--- config.mk ---
export PLATFORM = sky130hd
export DESIGN_NAME = imem_loader
export DESIGN_NICKNAME = d
export VERILOG_FILES = /design/src/rtl/imem_loader.sv
export SDC_FILE = /design/constraint.sdc
export NUM_CORES = 1
export LEC_CHECK = 0
export CORE_ASPECT_RATIO = 0.9
export CORE_MARGIN = 2
export CORE_UTILIZATION = 56
export CTS_CLUSTER_DIAMETER = 30
export DETAILED_ROUTE_END_ITERATION = 8
export GPL_TIMING_DRIVEN = 0
export PLACE_DENSITY = 0.88
export SLEW_MARGIN = 10
export SYNTH_ARGS = -nofsm -noshare
export SYNTH_HDL_FRONTEND = slang
export SYNTH_SLANG_ARGS = --single-unit
--- constraint.sdc ---
create_clock -name clk -period 3.38 [get_ports clk]
set_input_delay 0.845 -clock clk [delete_from_list [all_inputs] [get_ports clk]]
set_output_delay 0.845 -clock clk [all_outputs]
set_load 0.01 [all_outputs]
--- src/rtl/imem_loader.sv ---
// Loads a framed serial byte stream into instruction memory as big-endian 32-bit words, holding the CPU meanwhile.
// Latency: imem_we pulses one cycle after the 4th byte of a word; load_done/error rise one cycle after the checksum byte.
// Backpressure: none; one byte per cycle is accepted at full rate and the rx stream is never stalled.
module imem_loader #(
    parameter int ADDR_W    = 8,
    parameter int MAX_WORDS = 256,
    parameter int TIMEOUT   = 1000000
) (
    input  logic              clk,
    input  logic              n_reset,
    input  logic              program_en,
    input  logic              rx_valid,
    input  logic [7:0]        rx_byte,
    output logic              imem_we,
    output logic [ADDR_W-1:0] imem_addr,
    output logic [31:0]       imem_wdata,
    output logic              cpu_hold,
    output logic              load_done,
    output logic              error,
    output logic [15:0]       word_count
);

    localparam int IDLE_W = $clog2(TIMEOUT + 1);
    localparam logic [IDLE_W-1:0] IDLE_ONE   = IDLE_W'(1);
    localparam logic [IDLE_W-1:0] IDLE_LIMIT = IDLE_W'(TIMEOUT - 1);
    localparam logic [ADDR_W-1:0] ADDR_ONE   = ADDR_W'(1);
    localparam logic [15:0]       MAX_LEN    = 16'(MAX_WORDS);

    typedef enum logic [2:0] {
        S_IDLE,
        S_LEN_HI,
        S_LEN_LO,
        S_DATA,
        S_CHECK,
        S_DONE,
        S_ERR
    } state_t;

    state_t state, state_nxt;

    logic [15:0]       len_q;
    logic [15:0]       len_full;
    logic [7:0]        csum;
    logic [1:0]        byte_cnt;
    logic [23:0]       shift;
    logic [ADDR_W-1:0] addr_cnt;
    logic [IDLE_W-1:0] idle_cnt;

    logic in_frame;
    logic timed;
    logic abort;
    logic byte_acc;
    logic timeout_hit;
    logic start;
    logic write_issue;

    assign in_frame    = (state == S_LEN_HI) || (state == S_LEN_LO) ||
                         (state == S_DATA)   || (state == S_CHECK);
    assign timed       = (state == S_LEN_LO) || (state == S_DATA) || (state == S_CHECK);
    assign abort       = in_frame && !program_en;
    assign byte_acc    = in_frame && program_en && rx_valid;
    // An accepted byte in the same cycle beats the timeout.
    assign timeout_hit = timed && program_en && !rx_valid && (idle_cnt == IDLE_LIMIT);
    assign len_full    = {len_q[15:8], rx_byte};
    assign imem_addr   = addr_cnt;

    always_ff @(posedge clk) begin
        if (!n_reset) begin
            state <= S_IDLE;
        end else begin
            state <= state_nxt;
        end
    end

    always_comb begin
        state_nxt   = state;
        start       = 1'b0;
        write_issue = 1'b0;
        cpu_hold    = 1'b0;
        load_done   = 1'b0;
        error       = 1'b0;

        case (state)
            S_IDLE: begin
                if (program_en) begin
                    state_nxt = S_LEN_HI;
                    start     = 1'b1;
                end
            end
            S_LEN_HI: begin
                cpu_hold = 1'b1;
                if (abort) begin
                    state_nxt = S_IDLE;
                end else if (byte_acc) begin
                    state_nxt = S_LEN_LO;
                end
            end
            S_LEN_LO: begin
                cpu_hold = 1'b1;
                if (abort) begin
                    state_nxt = S_IDLE;
                end else if (byte_acc) begin
                    if (len_full > MAX_LEN) begin
                        state_nxt = S_ERR;
                    end else if (len_full == 16'd0) begin
                        state_nxt = S_CHECK;
                    end else begin
                        state_nxt = S_DATA;
                    end
                end else if (timeout_hit) begin
                    state_nxt = S_ERR;
                end
            end
            S_DATA: begin
                cpu_hold = 1'b1;
                if (abort) begin
                    state_nxt = S_IDLE;
                end else if (byte_acc) begin
                    if (byte_cnt == 2'd3) begin
                        write_issue = 1'b1;
                        if (word_count + 16'd1 == len_q) begin
                            state_nxt = S_CHECK;
                        end
                    end
                end else if (timeout_hit) begin
                    state_nxt = S_ERR;
                end
            end
            S_CHECK: begin
                cpu_hold = 1'b1;
                if (abort) begin
                    state_nxt = S_IDLE;
                end else if (byte_acc) begin
                    state_nxt = (rx_byte == csum) ? S_DONE : S_ERR;
                end else if (timeout_hit) begin
                    state_nxt = S_ERR;
                end
            end
            S_DONE: begin
                load_done = 1'b1;
                if (!program_en) begin
                    state_nxt = S_IDLE;
                end
            end
            S_ERR: begin
                cpu_hold = 1'b1;
                error    = 1'b1;
                if (!program_en) begin
                    state_nxt = S_IDLE;
                end
            end
            default: begin
                state_nxt = S_IDLE;
            end
        endcase
    end

    always_ff @(posedge clk) begin
        if (!n_reset) begin
            imem_we    <= 1'b0;
            imem_wdata <= 32'd0;
            word_count <= 16'd0;
            addr_cnt   <= '0;
            len_q      <= 16'd0;
            csum       <= 8'd0;
            byte_cnt   <= 2'd0;
            shift      <= 24'd0;
            idle_cnt   <= '0;
        end else begin
            imem_we <= write_issue;

            if (start) begin
                word_count <= 16'd0;
                addr_cnt   <= '0;
                len_q      <= 16'd0;
                csum       <= 8'd0;
                byte_cnt   <= 2'd0;
            end else begin
                // Address advances once the write pulse has been presented.
                if (imem_we) begin
                    addr_cnt <= addr_cnt + ADDR_ONE;
                end
                if (byte_acc) begin
                    if (state != S_CHECK) begin
                        csum <= csum ^ rx_byte;
                    end
                    if (state == S_LEN_HI) begin
                        len_q[15:8] <= rx_byte;
                    end
                    if (state == S_LEN_LO) begin
                        len_q[7:0] <= rx_byte;
                    end
                    if (state == S_DATA) begin
                        byte_cnt <= byte_cnt + 2'd1;
                        shift    <= {shift[15:0], rx_byte};
                    end
                end
                if (write_issue) begin
                    imem_wdata <= {shift, rx_byte};
                    word_count <= word_count + 16'd1;
                end
            end

            if (byte_acc || !timed) begin
                idle_cnt <= '0;
            end else begin
                idle_cnt <= idle_cnt + IDLE_ONE;
            end
        end
    end

endmodule

==> impl_results.md <==
* Status: finished, violations left
* Violated checks: DRC
* Multi-input gate area at 3134 um^2
* Reg2Reg Launch Point: word_count[1]$_SDFFE_PP0P_
* Area grow syn2layout at 23.39%
* Final RePlAce weighted congestion at 0.9388
* Power per cell area at 488.9 nW/um^2
* Final Core Density at 0.7148
* R2R Setup Slk at 0.52 ns
* Post-CTS Setup Repair Bufs at 0
* RSZ-0062 raised after global routing: false
* DR vias/cell at 5.953
* R2R cell count at 7
* Peak supply drop at 0.3498 mV
* Placed wire-length estimate at 11.12 mm
* Mapped Avg Cell Area at 8.146 um^2
* Overflow after GRT at 0
* Slew @ Worst Pin at 0.9293 ns
* Number of DRC markers in iteration 0 at 579
* Main flop type after synthesis: dfxtp_1
* LEAKAGE at 2.424 nW
* Wirelength, routed at 16.05 mm
* Chip height at 102.1 um
* CP max-delay cell: clkdlybuf4s50_1
* Yosys warns at 0
* Worst min path class: flip-flop to flip-flop
* Post-synthesis simple-gate area fraction at 0.2675
* # IOs at 72
* Worst-skew pair later-pin latency at 0.41 ns
* Skew final at 0.01120 ns
* Compound-Gate Fraction of Synth Area at 0.1187
* Initial antenna violation count at 0
* Die X at 113.0 um
* Layout cell share with drive strength beyond 1 at 0.06152
* CP Data Arrival Time at 2.36 ns
* Critical Path Most Common Cell: clkbuf_1
* Post-route non-filler standard cell count at 958
* Deepest level of the CTS H-tree at 4
* Critical Path RT at 2.53 ns
* Residual DRC count at 5
* Pins Over Slew Limit at 0
* CTS Sinks at 130
* EDFF count, synth at 0
* Post-route minimum period at 3.207 ns
* Core box area at 10330 um^2
* Global-route wire length before repair at 26.54 mm
* Syn Nets at 751
* CTS Buffer Depth at 2
* Critical Path Source Type: flip-flop
* Register Area at 2603 um^2
* Met2 Use GR at 0.4782
* Worst rel slew slack at 0.3771
* Post-Syn Area at 5987 um^2
* Fin crit share at 0.9489
* Crit path cell chain: clkbuf_1 > clkbuf_1 > nand2_1 > nor2_1 > clkdlybuf4s50_1
* FMAX at 311.8 MHz
* I/O Buffers at 63
* Synth Area in Adders at 0.008359
* GR peak layer: met2
* GRT Resource Usage Total at 0.2884
* NumNets Final at 833
* CTS tree: yes
* Met1 Use GR at 0.3659
* Flops & latches, synth at 130
* Critical Path Fanout Max at 10
* Pin count of the biggest net entering global routing at 17
* Diodes inserted at 0
* DP Cell Count at 927
* Met3 usage at 0.07177
* Die area at 11540 um^2
* Synth Area in XOR/XNOR at 0.09801
* Min-delay src: imem_wdata[24]$_SDFFE_PN0P_
* Worst setup EP type: output pin
* # setup viols final at 0
* CP delay by family, top: buffers and inverters
* Clk root buf: clkbuf_16
* Max cap viols at 0
* Routed Antenna Nets at 0
* Category of the critical setup timing path: flip-flop to output pin
* Vias in the first global route at 5543
* Largest family of logic cells by synthesized area: simple AND/OR/NAND/NOR gates
* Post-synthesis mux area share at 0.03009
* Reg-to-Reg End: state[1]$_SDFFE_PN0P_
* First-pass iteration count of the detailed router at 7
* Distinct cells, synth at 68
* Starting density of the core at 0.5793
* Syn Inst Count at 735
* Fin. Hold Viols at 0
* Row count at 35
* Hold endpoint: imem_wdata[24]$_SDFFE_PN0P_
* Cts hold-fix bufs at 0
* Hold depth at 2
* DR vias at 5703
* # fillers at 748
* CTS clk-pin slew, worst paths at 0.06 ns
* Sequential area share after synthesis at 0.4347
* Worst path bufs/invs at 3
* Post-synth ARST share at 0
* Number of CTS-inserted buffers at 17
* DR WL/cell at 16.76 um
* Slowest stage delay, CP at 0.56 ns
-- logic make-up (layout without fill, tap and decap cells) --
kind of cell / Yosys count / count (layout)
AO/OA/AOI/OAI: 116 / 116
XOR/XNOR: 67 / 67
adder cells (fa/ha/maj): 4 / 4
buffers and inverters: 61 / 155
flip-flops: 130 / 130
multiplexers: 18 / 18
AND/OR/NAND/NOR: 339 / 339
-- flip-flops by register name, indices dropped and copies added, names as in the netlist --
| register | count |
|---|---|
| shift | 24 |
| idle_cnt | 20 |
| len_q | 16 |
| imem_wdata | 32 |
| imem_addr | 8 |
| byte_cnt | 2 |
| imem_we | 1 |
| state | 3 |
| csum | 8 |
| word_count | 16 |
-- synthesized netlist by cell type, types with 5 or more instances --
cell type	number	area, um^2
a21oi_1	67	335.3
mux2i_1	18	180.2
nand2_1	150	563.0
clkbuf_1	40	150.1
nor4_1	7	43.79
nor3b_1	5	37.54
inv_1	12	45.04
nor3_1	12	60.06
nor2b_1	5	31.28
xnor2_1	33	289.0
nand4_1	13	81.33
dfxtp_1	130	2603
or3_1	10	62.56
nor2_1	82	307.8
o21ai_0	10	50.05
nand3_1	18	90.09
xor2_1	34	297.8
-- how the worst max path moves through the flow --
stage	start	endpoint	slack (ns)	cells after the start
finish	state[0]$_SDFFE_PN0P_	load_done	0.17	5
global route	state[0]$_SDFFE_PN0P_	load_done	0.04	5
CTS	rx_valid	imem_wdata[18]$_SDFFE_PN0P_	0.06	7
detailed placement	rx_valid	imem_wdata[27]$_SDFFE_PN0P_	-0.35	7
global placement	program_en	imem_wdata[23]$_SDFFE_PN0P_	-0.28	7
floorplan	word_count[1]$_SDFFE_PP0P_	state[1]$_SDFFE_PN0P_	0.83	7
-- metrics by stage --
stage | hold slack (ns) | total power [mW] | cell area, um^2 | setup WS, ns | setup TNS, ns
2_1_floorplan | 0.4260 | 1.707 | 5987 | 0.8319 | 0
3_3_place_gp | 0.4378 | 1.754 | 6779 | -0.2843 | -3.340
3_5_place_dp | 0.4505 | 1.761 | 6779 | -0.3517 | -4.054
4_1_cts | 0.4602 | 3.621 | 7382 | 0.06320 | 0
5_1_grt | 0.4788 | 3.707 | 7387 | 0.04073 | 0
6_report | 0.4556 | 3.611 | 7387 | 0.1726 | 0
-- what timing repair did --
item                       CTS  global route
gates resized for setup      0             1
hold endpoints to repair     0             0
setup endpoints to repair    0            10
-- placed cells by master, fill, tap and decap left out, drive strengths merged, types with 3 or more instances in the layout --
cell type      netlist  layout
a21oi               67      67
a22oi                4       4
a31o                 3       3
a31oi                3       3
and2                 3       3
and3                 3       3
and4                 4       4
buf                  8       8
bufinv               0       3
clkbuf              41      63
clkdlybuf4s50        0      63
clkinv               0       3
dfxtp              130     130
ha                   4       4
inv                 12      13
mux2i               18      18
nand2              150     150
nand2b               3       3
nand3               19      19
nand3b               3       3
nand4               15      15
nor2                82      82
nor2b                5       5
nor3                13      13
nor3b                5       5
nor4                 7       7
o2111ai              3       3
o21ai               12      12
or3                 10      10
or4                  5       5
xnor2               33      33
xor2                34      34
-- routing by layer --
metal / up-vias / routed length [um]
met5: - / 0
met4: 0 / 398
met3: 42 / 1245
met2: 261 / 7629
met1: 2739 / 6780
li1: 2661 / -
-- tightest hold or removal path, cell delays in order, from the launching register on --
cell	delay (ns)
dfxtp_1	0.31
nand2_1	0.05
a21oi_1	0.05
-- report_power, final --
group | switching, mW | total [mW] | internal (mW)
Sequential | 0.0102 | 1.55 | 1.54
Combinational | 0.123 | 0.183 | 0.0602
Clock | 0.663 | 1.88 | 1.21
-- layout make-up --
class,instances,area share
clock buffer,22,0.06419
buffer,49,0.02846
timing repair buffer,63,0.08537
clock inverter,9,0.01745
inverter,12,0.006098
sequential,130,0.3523
tap,129,0.02185
multi-input combinational,544,0.4243
No activity file was read; power rests on OpenSTA's default activity.
